<file path="src/rtl/cam_pg_pkg.sv">
// cam_pg_pkg: shared FSM states, pattern/format codes and bar colour table for cam_pattern_gen.
package cam_pg_pkg;

    typedef enum logic [2:0] {
        IDLE,
        VSYNC,
        VBP,
        LINE,
        HBLK
    } state_e;

    localparam logic [1:0] PAT_BARS  = 2'd0;
    localparam logic [1:0] PAT_SOLID = 2'd1;
    localparam logic [1:0] PAT_CHECK = 2'd2;
    localparam logic [1:0] PAT_RAMP  = 2'd3;

    localparam logic FMT_RGB565 = 1'b0;
    localparam logic FMT_RGB444 = 1'b1;

    // Index 0 is the leftmost bar: white, yellow, cyan, green, magenta, red, blue, black.
    localparam logic [7:0][15:0] BAR_RGB = {
        16'h0000, 16'h001F, 16'hF800, 16'hF81F,
        16'h07E0, 16'h07FF, 16'hFFE0, 16'hFFFF
    };

endpackage

</file>
<file path="src/rtl/cam_pg_pixel.sv">
// cam_pg_pixel: combinational pixel-byte generator for one (x, y) position and byte half.
module cam_pg_pixel
    import cam_pg_pkg::*;
#(
    parameter int H_ACTIVE = 160
) (
    input  logic [15:0] x_i,
    input  logic [15:0] y_i,
    input  logic [1:0]  pattern_i,
    input  logic        fmt_i,
    input  logic        byte_sel_i,
    input  logic [15:0] solid_rgb_i,
    output logic [7:0]  data_o
);

    localparam logic [15:0] BAR_W = 16'((H_ACTIVE / 8) > 0 ? (H_ACTIVE / 8) : 1);

    logic [15:0] bar;
    logic [15:0] xy;
    logic [2:0]  idx;
    logic [15:0] rgb;

    always_comb begin
        bar    = x_i / BAR_W;
        idx    = (bar > 16'd7) ? 3'd7 : bar[2:0];
        xy     = x_i ^ y_i;
        rgb    = (pattern_i == PAT_SOLID) ? solid_rgb_i :
                 (pattern_i == PAT_CHECK) ? (xy[3] ? 16'h0000 : 16'hFFFF) :
                 (pattern_i == PAT_RAMP)  ? {x_i[4:0], x_i[5:0], x_i[4:0]} :
                                            BAR_RGB[idx];
        // RGB444 keeps the top nibble of each RGB565 component.
        data_o = (fmt_i == FMT_RGB444) ?
                     (byte_sel_i ? {rgb[10:7], rgb[4:1]} : {4'h0, rgb[15:12]}) :
                     (byte_sel_i ? rgb[7:0] : rgb[15:8]);
    end

endmodule

</file>
<file path="src/rtl/cam_pattern_gen.sv">
// cam_pattern_gen: OV7670-style camera source with PCLK divider, frame FSM and test patterns.
// Optional CAM_PG_FRAME_CNT_EN adds frame_cnt and frame_done outputs.
module cam_pattern_gen
    import cam_pg_pkg::*;
#(
    parameter int H_ACTIVE   = 160,
    parameter int V_ACTIVE   = 120,
    parameter int H_BLANK    = 4,
    parameter int V_BLANK    = 4,
    parameter int VSYNC_ROWS = 2,
    parameter int PCLK_DIV   = 2
) (
    input  logic        clk,
    input  logic        rst,
    input  logic        enable,
    input  logic [1:0]  pattern,
    input  logic        fmt,
    input  logic [15:0] solid_rgb,
    output logic        cam_pclk,
    output logic        cam_vsync,
    output logic        cam_href,
    output logic [7:0]  cam_px_data,
`ifdef CAM_PG_FRAME_CNT_EN
    output logic [15:0] frame_cnt,
    output logic        frame_done,
`endif
    output logic        busy
);

    localparam int ROW_SLOTS  = 2 * H_ACTIVE + H_BLANK;
    localparam int FRAME_ROWS = V_BLANK + V_ACTIVE;
    localparam int CW = $clog2(ROW_SLOTS);
    localparam int RW = $clog2(FRAME_ROWS);
    localparam int DW = (PCLK_DIV > 1) ? $clog2(PCLK_DIV) : 1;
    localparam logic [CW-1:0] COL_LAST = CW'(ROW_SLOTS - 1);
    localparam logic [CW-1:0] ACT_LAST = CW'(2 * H_ACTIVE - 1);
    localparam logic [RW-1:0] ROW_LAST = RW'(FRAME_ROWS - 1);
    localparam logic [RW-1:0] VS_LAST  = RW'(VSYNC_ROWS - 1);
    localparam logic [RW-1:0] VB_LAST  = RW'(V_BLANK - 1);
    localparam logic [DW-1:0] DIV_LAST = DW'(PCLK_DIV - 1);

    logic [DW-1:0] div_q;
    logic          pclk_q;
    state_e        state_q, state_d;
    logic [CW-1:0] col_q, col_d;
    logic [RW-1:0] row_q, row_d;
    logic [1:0]    pat_q, pat_d;
    logic          fmt_q, fmt_d;
    logic [15:0]   solid_q, solid_d;
    logic          vsync_q, href_q, busy_q;
    logic [7:0]    data_q;
    logic [7:0]    pix;
    logic          tick, slot, last_col, last_row, frame_start;

    assign tick = div_q == DIV_LAST;

    // Counters always describe the slot being driven, so outputs come from the next position.
    always_comb begin
        slot        = tick && pclk_q;
        last_col    = col_q == COL_LAST;
        last_row    = row_q == ROW_LAST;
        state_d     = state_q;
        col_d       = col_q;
        row_d       = row_q;
        pat_d       = pat_q;
        fmt_d       = fmt_q;
        solid_d     = solid_q;
        if (slot && state_q != IDLE) begin
            col_d = last_col ? '0 : col_q + 1'b1;
            row_d = !last_col ? row_q : last_row ? '0 : row_q + 1'b1;
        end
        if (slot) begin
            case (state_q)
                IDLE:    state_d = enable ? VSYNC : IDLE;
                VSYNC:   state_d = (last_col && row_q == VS_LAST) ? VBP : VSYNC;
                VBP:     state_d = (last_col && row_q == VB_LAST) ? LINE : VBP;
                LINE:    state_d = (col_q == ACT_LAST) ? HBLK : LINE;
                HBLK:    state_d = !last_col ? HBLK : !last_row ? LINE : enable ? VSYNC : IDLE;
                default: state_d = IDLE;
            endcase
        end
        frame_start = slot && state_d == VSYNC && state_q != VSYNC;
        if (frame_start) begin
            pat_d   = pattern;
            fmt_d   = fmt;
            solid_d = solid_rgb;
        end
    end

    cam_pg_pixel #(
        .H_ACTIVE(H_ACTIVE)
    ) u_pixel (
        .x_i        (16'(col_d >> 1)),
        .y_i        (16'(row_d) - 16'(V_BLANK)),
        .pattern_i  (pat_q),
        .fmt_i      (fmt_q),
        .byte_sel_i (col_d[0]),
        .solid_rgb_i(solid_q),
        .data_o     (pix)
    );

    always_ff @(posedge clk or negedge rst) begin
        if (!rst) begin
            div_q   <= '0;
            pclk_q  <= 1'b0;
            state_q <= IDLE;
            col_q   <= '0;
            row_q   <= '0;
            pat_q   <= PAT_BARS;
            fmt_q   <= FMT_RGB565;
            solid_q <= '0;
            vsync_q <= 1'b0;
            href_q  <= 1'b0;
            data_q  <= '0;
            busy_q  <= 1'b0;
        end else begin
            div_q   <= tick ? '0 : div_q + 1'b1;
            pclk_q  <= tick ? !pclk_q : pclk_q;
            state_q <= state_d;
            col_q   <= col_d;
            row_q   <= row_d;
            pat_q   <= pat_d;
            fmt_q   <= fmt_d;
            solid_q <= solid_d;
            if (slot) begin
                vsync_q <= state_d == VSYNC;
                href_q  <= state_d == LINE;
                data_q  <= (state_d == LINE) ? pix : 8'h00;
                busy_q  <= state_d != IDLE;
            end
        end
    end

    assign cam_pclk    = pclk_q;
    assign cam_vsync   = vsync_q;
    assign cam_href    = href_q;
    assign cam_px_data = data_q;
    assign busy        = busy_q;

`ifdef CAM_PG_FRAME_CNT_EN
    logic [15:0] frame_cnt_q;
    logic        frame_done_q;

    always_ff @(posedge clk or negedge rst) begin
        if (!rst) begin
            frame_cnt_q  <= '0;
            frame_done_q <= 1'b0;
        end else begin
            frame_cnt_q  <= frame_start ? frame_cnt_q + 1'b1 : frame_cnt_q;
            frame_done_q <= slot && state_q == HBLK && last_col && last_row;
        end
    end

    assign frame_cnt  = frame_cnt_q;
    assign frame_done = frame_done_q;
`endif

endmodule

</file>
<file path="config.mk">
export PLATFORM = sky130hd
export DESIGN_NAME = cam_pattern_gen
export DESIGN_NICKNAME = d
export VERILOG_FILES = /design/src/rtl/cam_pg_pkg.sv /design/src/rtl/cam_pg_pixel.sv /design/src/rtl/cam_pattern_gen.sv
export SDC_FILE = /design/constraint.sdc
export NUM_CORES = 1
export LEC_CHECK = 0
export CORE_MARGIN = 4
export CORE_UTILIZATION = 52
export DETAILED_ROUTE_END_ITERATION = 6
export PLACE_DENSITY = 0.77
export SYNTH_ARGS = -nofsm -noshare
export SYNTH_HDL_FRONTEND = slang
export SYNTH_SLANG_ARGS = --single-unit
export TNS_END_PERCENT = 5
</file>
<file path="constraint.sdc">
create_clock -name clk -period 4.64 [get_ports clk]
set_clock_uncertainty 0.05 [all_clocks]
set_input_delay 0.928 -clock clk [delete_from_list [all_inputs] [get_ports clk]]
set_output_delay 0.928 -clock clk [all_outputs]
set_load 0.01 [all_outputs]
</file>
Word-level counts from Yosys, hierarchy flattened. Memories as Yosys holds them, arrays and structs flattened. Cells that the tools add are included. W data, S select, Z words.

Register bits after elaboration: 51. Output and inout bits: 12. ROM bits: 128. Logic and storage cells: 70. Memories kept: 1.

Eq/ne operators: 15. Add/sub/neg operators: 4. Reduce and logical (&&, ||, !) cells: 10. Bitwise logic cells: 1. Muxes and demuxes: 24. Divide/modulo/power cells: 1. Magnitude comparators: 2.

Memory list: (no name shown) (depth 8, width 16, read ports 1, clocked after memory_dff 0, wr ports 0, RTL line cam_pg_pixel.sv:30) `BAR_RGB[idx];`.

Operator list (count): $mux W16 (5); $mux W8 (4); $mux W7 (3); $eq A9 B9 Y1 const B (2); $mux W9 (2); $div A8 B5 Y16 const B (1); $gt A16 B3 Y1 const B (1); $pmux W3 S5 (1); $mux W3 (4); $add A9 B1 Y9 const B (1); $eq A3 B2 Y1 const B (3); $add A7 B1 Y7 const B (1); $eq A7 B1 Y1 const B (1); $eq A7 B2 Y1 const B (1); $eq A7 B7 Y1 const B (1); $eq A3 B1 Y1 const B (2); $logic_and A1 B1 Y1 (6); $reduce_bool A3 Y1 (2); $eq A2 B2 Y1 const B (2); $lt A3 B4 Y1 const B (1); $mux W2 (2); $sub A4 B3 Y4 const B (1); $xor A4 B4 Y4 (1); $eq A3 B3 Y1 const B (1); 6 further kinds (8).

Depth between registers and ports, before layout. Gate-level depths: netlist of the first run.

Depth in word-level cells: 14. Depth in mapped cells: 18. Gate-level depth less buffers: 17.

Hierarchy. Synthesis of the first run repeated with hierarchy kept, for this count alone.

Cell total of the unflattened synthesis: 548. Area total of the unflattened synthesis: 4638.2 um2.

Modules (own cells, without submodules): cam_pattern_gen (instances 1, area an instance 2529.9 um2, cells an instance 229); cam_pg_pixel (instances 1, area an instance 2108.3 um2, cells an instance 319).

Least setup slack after synthesis of the first run. OpenSTA, ideal clock, no wires.

Path kind: register to register. Start point: reg col_q[0]. End point: reg data_q[1], in the netlist cam_px_data[1]. Cell stages (with the launch flop): 18. Data required time: 4.468 ns. Setup slack: 0.264 ns. Data arrival time: 4.204 ns. Period minus slack after synthesis: 4.376 ns. Cells stage by stage: dfrtp_1 > ha_1 > and4bb_1 > and2_1 > or4_4 > o21a_1 > buf_6 > nand2_1 > ha_1 > nand2b_1 > o21bai_1 > mux2_1 > o2111ai_2 > o2bb2ai_2 > nor4_4 > nor2_2 > a311o_1 > a32o_1.

Longest elaborated chain between the ends: 14. Elaborated cells on any way between the ends: 31.

Ends and longest elaborated chain: start: declaration (RTL line cam_pattern_gen.sv:45) `logic [CW-1:0] col_q, col_d;`; start signal: assignment (RTL line cam_pattern_gen.sv:120) `col_q <= col_d;`; $add A9 B1 Y9 or $eq A9 B9 Y1 (tied branches) (RTL line cam_pattern_gen.sv:69, cam_pattern_gen.sv:60); $mux W9 (RTL line cam_pattern_gen.sv:69) `col_d = last_col ? '0 : col_q + 1'b1;`; $mux W9 (RTL line cam_pattern_gen.sv:68) `if (slot && state_q != IDLE) begin`; $div A8 B5 Y16 (RTL line cam_pg_pixel.sv:24) `bar = x_i / BAR_W;`; $gt A16 B3 Y1 (RTL line cam_pg_pixel.sv:25) `idx = (bar > 16'd7) ? 3'd7 : bar[2:0];`; $mux W3 (RTL line cam_pg_pixel.sv:25); $mem_v2 Z8 W16; $mux W16 (implied by the code) (RTL line cam_pg_pixel.sv:30); $mux W16 (RTL line cam_pg_pixel.sv:29) `(pattern_i == PAT_RAMP) ? {x_i[4:0], x_i[5:0], x_i[4:0]} :`; $mux W16 (RTL line cam_pg_pixel.sv:28) `(pattern_i == PAT_CHECK) ? (xy[3] ? 16'h0000 : 16'hFFFF) :`; $mux W16 (RTL line cam_pg_pixel.sv:27) `rgb = (pattern_i == PAT_SOLID) ? solid_rgb_i :`; $mux W8, on equally long branches (RTL line cam_pg_pixel.sv:34, cam_pg_pixel.sv:33); $mux W8 (RTL line cam_pg_pixel.sv:32) `data_o = (fmt_i == FMT_RGB444) ?`; $mux W8 (*) (RTL line cam_pattern_gen.sv:128) `data_q <= (state_d == LINE) ? pix : 8'h00;`; end signal: assignment (RTL line cam_pattern_gen.sv:128); end: declaration (RTL line cam_pattern_gen.sv:51) `logic [7:0] data_q;`.

Mark *: on every way between the ends. The rest lies on a longest branch, timed or not. The select of a mux whose other input is x is not followed. A chain may end at the register's enable or synchronous reset.

Final worst setup path of the first run. Same ends and word-level chain as after synthesis.

==> reports/metrics.yaml, run 1 <==
sta:
  setup_viol: 0
  relSlewSlack_pct: 39.7
  worst_pin_slew_ns: 0.902
  max_freq_mhz: 225
  hold_ws_ns: 0.442
  report.final.slew_viol_count: 0
  fin_crit_ns: 4.44
  rsz0062_at_grt: "false"
  finalHoldViolCount: 0
  fin_ws_ns: 0.202
  fin_tns_setup_ns: 0
  finalCritPeriodShare_pct: 95.7
layout:
  layout_commonest_cell: "dfrtp_1"
  stdcell_count: 469
  most-common-layout-cells: "dfrtp_1, nand2_1, clkdlybuf4s50_1"
  drive_above_1_share_pct: 12.2
  num-fill-cells: 525
  design_area_sq_um: 3820
  synthToLayoutAreaGrowth_pct: 17.3
  nets: 419
  antenna_cells: 0
worst_setup_path:
  crit_path_frequent_cell: "ha_1"
  reg2reg_depth: 16
  required_ns: 4.80
  cp.buffers_inverters: 0
  endpoint: "cam_px_data[1]$_DFFE_PN0N_"
  critical_path.endpoint_type: "flop"
  r2r_end: "cam_px_data[1]$_DFFE_PN0N_"
  startpoint: "col_q[0]$_DFF_PN0_"
  cp_cell_sequence: "ha_1 -> and4bb_1 -> and2_1 -> or4_4 -> o21a_1 -> nand2_1 -> ha_1 -> nand2b_1 -> o21bai_1 -> mux2_1 -> o2111ai_2 -> o21ba_1 -> o31ai_2 -> a31o_2 -> a311o_1 -> a32o_1"
  cp-start-kind: "flop"
  crit-reg2reg-launch: "col_q[0]$_DFF_PN0_"
  path_max_fanout: 6
  worst-path-stages: 16
  critPathTopFamily: "compound AO/OA/AOI/OAI gates"
  ff2ff_setup_slack_ns: 0.20
  crit_arrival_ns: 4.60
  cp_slowest_cell: "or4_4"
  path_class: "flop to flop"
  critPathMaxStageDelay_ns: 0.52
grt:
  grt_max_degree: 52
  grt_pass1_vias: 2841
  grt_usage_pct: 22.6
  grt_pass1_wl_um: 13700
  antenna_found_initial: 0
  gr-total-overflow: 0
floorplanning:
  die_area_sq_um: 7590
  fp.dieW_um: 87.1
  ios: 34
  dieHeight_um: 87.1
  initial_utilization_pct: 54.3
  rows: 28
  core-area_sq_um: 5990
routing:
  vias: 2928
  drtPass1Iterations: 5
  wl_per_cell_um: 17.1
  postRouteAntennaNets: 0
  vias_per_cell: 6.24
  drc: 0
  finalWirelength_um: 8040
  drt_iter0_markers: 234
clock_network:
  cts_buffers: 5
  cts_buffer_depth: 2
  clock-root-buffer: "clkbuf_8"
  clock_latency_ns: 0.32
  clk_pin_slew_worst_paths_ns: 0.11
  cts_sinks: 51
  htree_num_levels: 2
  cts_tree: "yes"
  cts_hold_buf: 0
place:
  pre_cts_slack_ns: 0.202
  placed_area_sq_um: 3700
  dp_cells: 461
  routabilityCongestion: 0.886
  port_buffers: 33
  hpwl_um: 6010
synth:
  ys_ff_latch: 51
  synth_nets: 384
  synth_cell_type_count: 74
  synth_area_sq_um: 3260
  synthArstFlopShare_pct: 100
  synthCells: 358
  syn_avg_cell_area_sq_um: 9.09
  synth_ff_type: "dfrtp_1"
  ys.warnings.count: 0
  seq_area_frac_synth_pct: 39.2
  synth_edf_count: 0
power_and_ir_drop:
  p_per_area_nw_per_um2: 209
  peakVddDrop_v: 0.000188
  cellLeakagePower_nw: 1.68
job:
  maxCapViolations: 0
min_path:
  hp-class: "flop to flop"
run_status:
  status: "finished clean"
[logic make-up (layout without fill, tap and decap cells)]
group | after synthesis | after routing | share of synthesized area (%)
multiplexers | 20 | 20 | 6.92
AND/OR/NAND/NOR | 131 | 131 | 20.9
buffers and inverters | 35 | 71 | 4.42
XOR/XNOR | 4 | 4 | 1.73
adder cells (fa/ha/maj) | 4 | 4 | 1.54
AO/OA/AOI/OAI | 113 | 113 | 25.3
flip-flops | 51 | 51 | 39.2
[area by class of cell]
type,instances,area (sq um),area share (%)
inverters,18,70.1,1.83
clock inverters,3,47.5,1.24
clock buffers,5,68.8,1.80
multi-input cells,272,1850,48.4
repair buffers,45,415,10.9
well taps,75,93.8,2.46
flip-flops and latches,51,1280,33.4
[worst min path at each step]
| stage | depth (start not counted) | start | endpoint | slack, ns |
|---|---|---|---|---|
| CTS | 1 | cam_href$_DFFE_PN0N_ | cam_href$_DFFE_PN0N_ | 0.45 |
| global placement | 1 | busy$_DFFE_PN0N_ | busy$_DFFE_PN0N_ | 0.41 |
| finish | 1 | cam_href$_DFFE_PN0N_ | cam_href$_DFFE_PN0N_ | 0.44 |
| global route | 1 | row_q[5]$_DFFE_PN0P_ | row_q[5]$_DFFE_PN0P_ | 0.47 |
| detailed placement | 1 | busy$_DFFE_PN0N_ | busy$_DFFE_PN0N_ | 0.42 |
| floorplan | 1 | solid_q[11]$_DFFE_PN0P_ | solid_q[11]$_DFFE_PN0P_ | 0.41 |
[what timing repair did]
action,4_1_cts,5_1_grt
gates resized for setup,0,1
buffers inserted,0,0
endpoints found under the setup margin,0,4
[metal layers]
layer	routed length (um)	vias up	track usage (%)
li1	-	1408	-
met1	3610	1421	29.8
met2	3910	84	37.8
met3	313	15	3.31
met4	205	0	8.09
met5	0	-	0
[registers in the layout, indices dropped and copies added (netlist names), named ones only]
register     count
cam_pclk         1
div_q            1
cam_px_data      8
cam_vsync        1
busy             1
state_q          3
fmt_q            1
col_q            9
pat_q            2
row_q            5
solid_q         16
cam_href         1
[Yosys cell counts (3+ instances only)]
cell type / number / share of area [%]
a211oi_1: 3 / 0.69
a21o_1: 7 / 1.6
a21oi_1: 19 / 2.9
a221o_1: 3 / 0.92
a221oi_1: 3 / 0.81
a22o_1: 3 / 0.81
a22oi_1: 4 / 0.92
a31oi_1: 7 / 1.3
a32oi_1: 3 / 0.81
and2_1: 4 / 0.77
and3_1: 5 / 0.96
clkbuf_1: 13 / 1.5
dfrtp_1: 51 / 39
ha_1: 4 / 1.5
inv_1: 15 / 1.7
mux2_1: 11 / 3.8
mux2_2: 9 / 3.1
nand2_1: 49 / 5.6
nand3_1: 17 / 2.6
nor2_1: 16 / 1.8
nor2b_1: 4 / 0.77
nor3_1: 8 / 1.2
nor4_1: 5 / 0.96
o211ai_1: 7 / 1.6
o21ai_0: 18 / 2.8
o21ai_1: 5 / 0.77
o31a_1: 3 / 0.81
o31ai_1: 3 / 0.69
or3_1: 3 / 0.58
[stage by stage]
step	power, mW	utilization (%)
2_1_floorplan	0.453	-
3_3_place_gp	0.479	61.7
3_5_place_dp	0.480	61.7
4_1_cts	0.806	63.6
5_1_grt	0.823	63.8
6_report	0.796	63.8
[power breakdown]
group / internal (mW) / switching (mW)
Combinational: 0.0155 / 0.0106
Sequential: 0.444 / 0
Clock: 0.164 / 0.163
Total: 0.623 / 0.173
Note: power is estimated with default switching activity, not from simulation.
==> run 2: changes to the inputs <==
CORE_UTILIZATION = 57   (was 52)
PLACE_DENSITY = 0.8   (was 0.77)
clock period = 5.08 ns   (was 4.64 ns; I/O delays follow)
==> run 2 against run 1 <==
Count of clock-buffer cells in the layout up 1. Register-to-register slack improved by 0.19 ns. Clock power is 24% lower. Non-clock buffer count decreased by 8. Sequential power is 8.6% lower. Global-route usage rose by 0.46 points. Maximum frequency fell by 5.3%. Setup slack better by 0.19 ns. Critical path depth down 1. Highest routed layer unchanged.
==> reports/metrics.yaml, run 2 (same netlist as run 1, synthesis figures left out) <==
power_and_ir_drop:
  power_frac_clock_pct: 36.7  # was 41.0%
  p_switching_uw: 147  # was 173 uW
  p_per_area_nw_per_um2: 182  # was 209 nW/um^2
  peakVddDrop_v: 0.000140  # was 0.000188 V
  cellLeakagePower_nw: 1.63  # was 1.68 nW
  comb_power_share_pct: 3.5  # was 3.3%
  power_frac_seq_pct: 59.8  # was 55.8%
  swShare_pct: 21.7  # about the same
  p_int_uw: 531  # was 623 uW
clock_network:
  cts_tree: "yes"  # unchanged
  cts_sinks: 51  # unchanged
  cts_buffers: 5  # unchanged
  clock_latency_ns: 0.31  # was 0.32 ns
  clk_pin_slew_worst_paths_ns: 0.10  # was 0.11 ns
  htree_num_levels: 2  # unchanged
  clock-root-buffer: "clkbuf_8"  # unchanged
  cts_buffer_depth: 2  # unchanged
routing:
  drtPass1Iterations: 7  # was 5
  vias_per_cell: 6.36  # was 6.24
  postRouteAntennaNets: 0  # unchanged
  finalWirelength_um: 7840  # was 8040 um
  dr.max_layer_used: "met4"  # unchanged
  m1WireLength_um: 3450  # was 3610 um
  drt_iter0_markers: 171  # was 234
  wl_per_cell_um: 17.1  # about the same
  drc: 0  # unchanged
  route.met2.wl_um: 3840  # was 3910 um
  vias: 2914  # was 2928
  dr_wl_met3_um: 411  # was 313 um
worst_setup_path:
  r2r_end: "cam_px_data[1]$_DFFE_PN0N_"  # unchanged
  path_class: "flop to flop"  # unchanged
  ff2ff_setup_slack_ns: 0.39  # was 0.20 ns
  endpoint: "cam_px_data[1]$_DFFE_PN0N_"  # unchanged
  crit-reg2reg-launch: "col_q[3]$_DFF_PN0_"  # was col_q[0]$_DFF_PN0_
  required_ns: 5.23  # was 4.80 ns
  critPathTopFamily: "compound AO/OA/AOI/OAI gates"  # unchanged
  worst-path-stages: 15  # was 16
  cp-start-kind: "flop"  # unchanged
  critPathMaxStageDelay_ns: 0.46  # was 0.52 ns
  crit_arrival_ns: 4.84  # was 4.60 ns
  startpoint: "col_q[3]$_DFF_PN0_"  # was col_q[0]$_DFF_PN0_
  critical_path.endpoint_type: "flop"  # unchanged
  cp_cell_sequence: "nor4b_2 -> and2_1 -> o21ai_1 -> a21oi_2 -> inv_1 -> ha_1 -> nand2b_1 -> o21bai_1 -> mux2_1 -> o2111ai_2 -> o2bb2ai_2 -> nor4_4 -> nor2_2 -> a311o_1 -> a32o_1"  # was ha_1 -> and4bb_1 -> and2_1 -> or4_4 -> o21a_1 -> nand2_1 -> ha_1 -> nand2b_1 -> o21bai_1 -> mux2_1 -> o2111ai_2 -> o21ba_1 -> o31ai_2 -> a31o_2 -> a311o_1 -> a32o_1
  path_max_fanout: 8  # was 6
  cp.buffers_inverters: 1  # was 0
  cp_slowest_cell: "dfrtp_1"  # was or4_4
  reg2reg_depth: 15  # was 16
grt:
  grt_max_degree: 52  # unchanged
  grt_pass1_wl_um: 13500  # was 13700 um
  grt_pass1_vias: 2867  # was 2841
  gr-total-overflow: 0  # unchanged
  antenna_found_initial: 0  # unchanged
  grt_usage_pct: 23.0  # was 22.6%
place:
  placed_area_sq_um: 3630  # was 3700 sq um
  hpwl_um: 5780  # was 6010 um
  port_buffers: 33  # unchanged
  routabilityCongestion: 0.938  # was 0.886
job:
  maxCapViolations: 0  # unchanged
floorplanning:
  core-area_sq_um: 5510  # was 5990 sq um
  dieHeight_um: 83.6  # was 87.1 um
  rows: 27  # was 28
  die_area_sq_um: 6980  # was 7590 sq um
  initial_utilization_pct: 59.1  # was 54.3%
  fp.dieW_um: 83.6  # was 87.1 um
  ios: 34  # unchanged
layout:
  synthToLayoutAreaGrowth_pct: 14.6  # was 17.3%
  max_flop_register: "solid_q"  # unchanged
  most-common-layout-cells: "dfrtp_1, nand2_1, clkdlybuf4s50_1"  # unchanged
  nets: 411  # was 419
  drive_above_1_share_pct: 10.4  # was 12.2%
  design_area_sq_um: 3730  # was 3820 sq um
  layout_commonest_cell: "dfrtp_1"  # unchanged
  largest_reg_flops: 16  # unchanged
  antenna_cells: 0  # unchanged
sta:
  finalCritPeriodShare_pct: 92.3  # was 95.7%
  max_freq_mhz: 213  # was 225 MHz
  fin_crit_ns: 4.69  # was 4.44 ns
  rsz0062_at_grt: "false"  # unchanged
  report.final.slew_viol_count: 0  # unchanged
  relSlewSlack_pct: 39.0  # was 39.7%
  finalHoldViolCount: 0  # unchanged
  worst_pin_slew_ns: 0.913  # was 0.902 ns
  setup_viol: 0  # unchanged
  fin_tns_setup_ns: 0  # unchanged
min_path:
  hp-class: "flop to flop"  # unchanged
  hold_path_depth: 1  # unchanged
  holdCritStartpoint: "busy$_DFFE_PN0N_"  # was cam_href$_DFFE_PN0N_
run_status:
  status: "finished clean"  # unchanged
-- run 2: changes by cell type in the layout (fill, tap and decap cells not counted), sizes merged --
cell      change
buf           -8
bufinv        -1
clkbuf        +1
clkinvlp      +1
inv           -1
-- run 2: layout make-up --
cell class	instances	area (sq um)
repair buffers	37	355
flip-flops and latches	51	1280
clock buffers	6	82.6
fillers	463	1770
well taps	72	90.1
clock inverters	2	16.3
inverters	18	70.1
multi-input cells	272	1840
-- run 2: per-layer routing --
metal / GRT usage (%) / vias to the layer above
li1: - / 1393
met1: 30.3 / 1392
met2: 39.4 / 113
met3: 3.65 / 16
met4: 6.29 / 0
met5: 0 / -
-- run 2: power by group through the flow --
stage | Combinational, mW | Clock [mW] | Sequential, mW
6_report | 0.0239 | 0.249 | 0.406
5_1_grt | 0.0265 | 0.278 | 0.406
4_1_cts | 0.0248 | 0.261 | 0.406
3_3_place_gp | 0.0240 | 0 | 0.414
3_5_place_dp | 0.0248 | 0 | 0.414
2_1_floorplan | 0.000136 | 0 | 0.414
-- run 2: worst min path at each step --
stage,end,slack [ns]
after CTS,cam_px_data[3]$_DFFE_PN0N_,0.45
final,busy$_DFFE_PN0N_,0.45
after global placement,cam_href$_DFFE_PN0N_,0.41
after global routing,solid_q[3]$_DFFE_PN0P_,0.48
after floorplan,solid_q[11]$_DFFE_PN0P_,0.41
after detailed placement,busy$_DFFE_PN0N_,0.43
-- run 2: what timing repair did --
item | CTS | global route
endpoints found under the setup margin | 0 | 1
buffers inserted | 0 | 0
resized for setup | 0 | 1
hold buffers | 0 | 0
hold endpoints to repair | 0 | 0
-- run 2: through the flow --
stage | power [mW] | std cells | util, % | worst slack, ns | hold WS (ns)
6_report | 0.678 | 458 | 67.8 | 0.392 | 0.446
5_1_grt | 0.710 | 458 | 67.8 | 0.0775 | 0.476
4_1_cts | 0.691 | 458 | 67.8 | 0.453 | 0.452
3_5_place_dp | 0.438 | 450 | 66.0 | 0.462 | 0.425
3_3_place_gp | 0.438 | 450 | 66.0 | 0.590 | 0.411
2_1_floorplan | 0.414 | 358 | - | 0.704 | 0.408
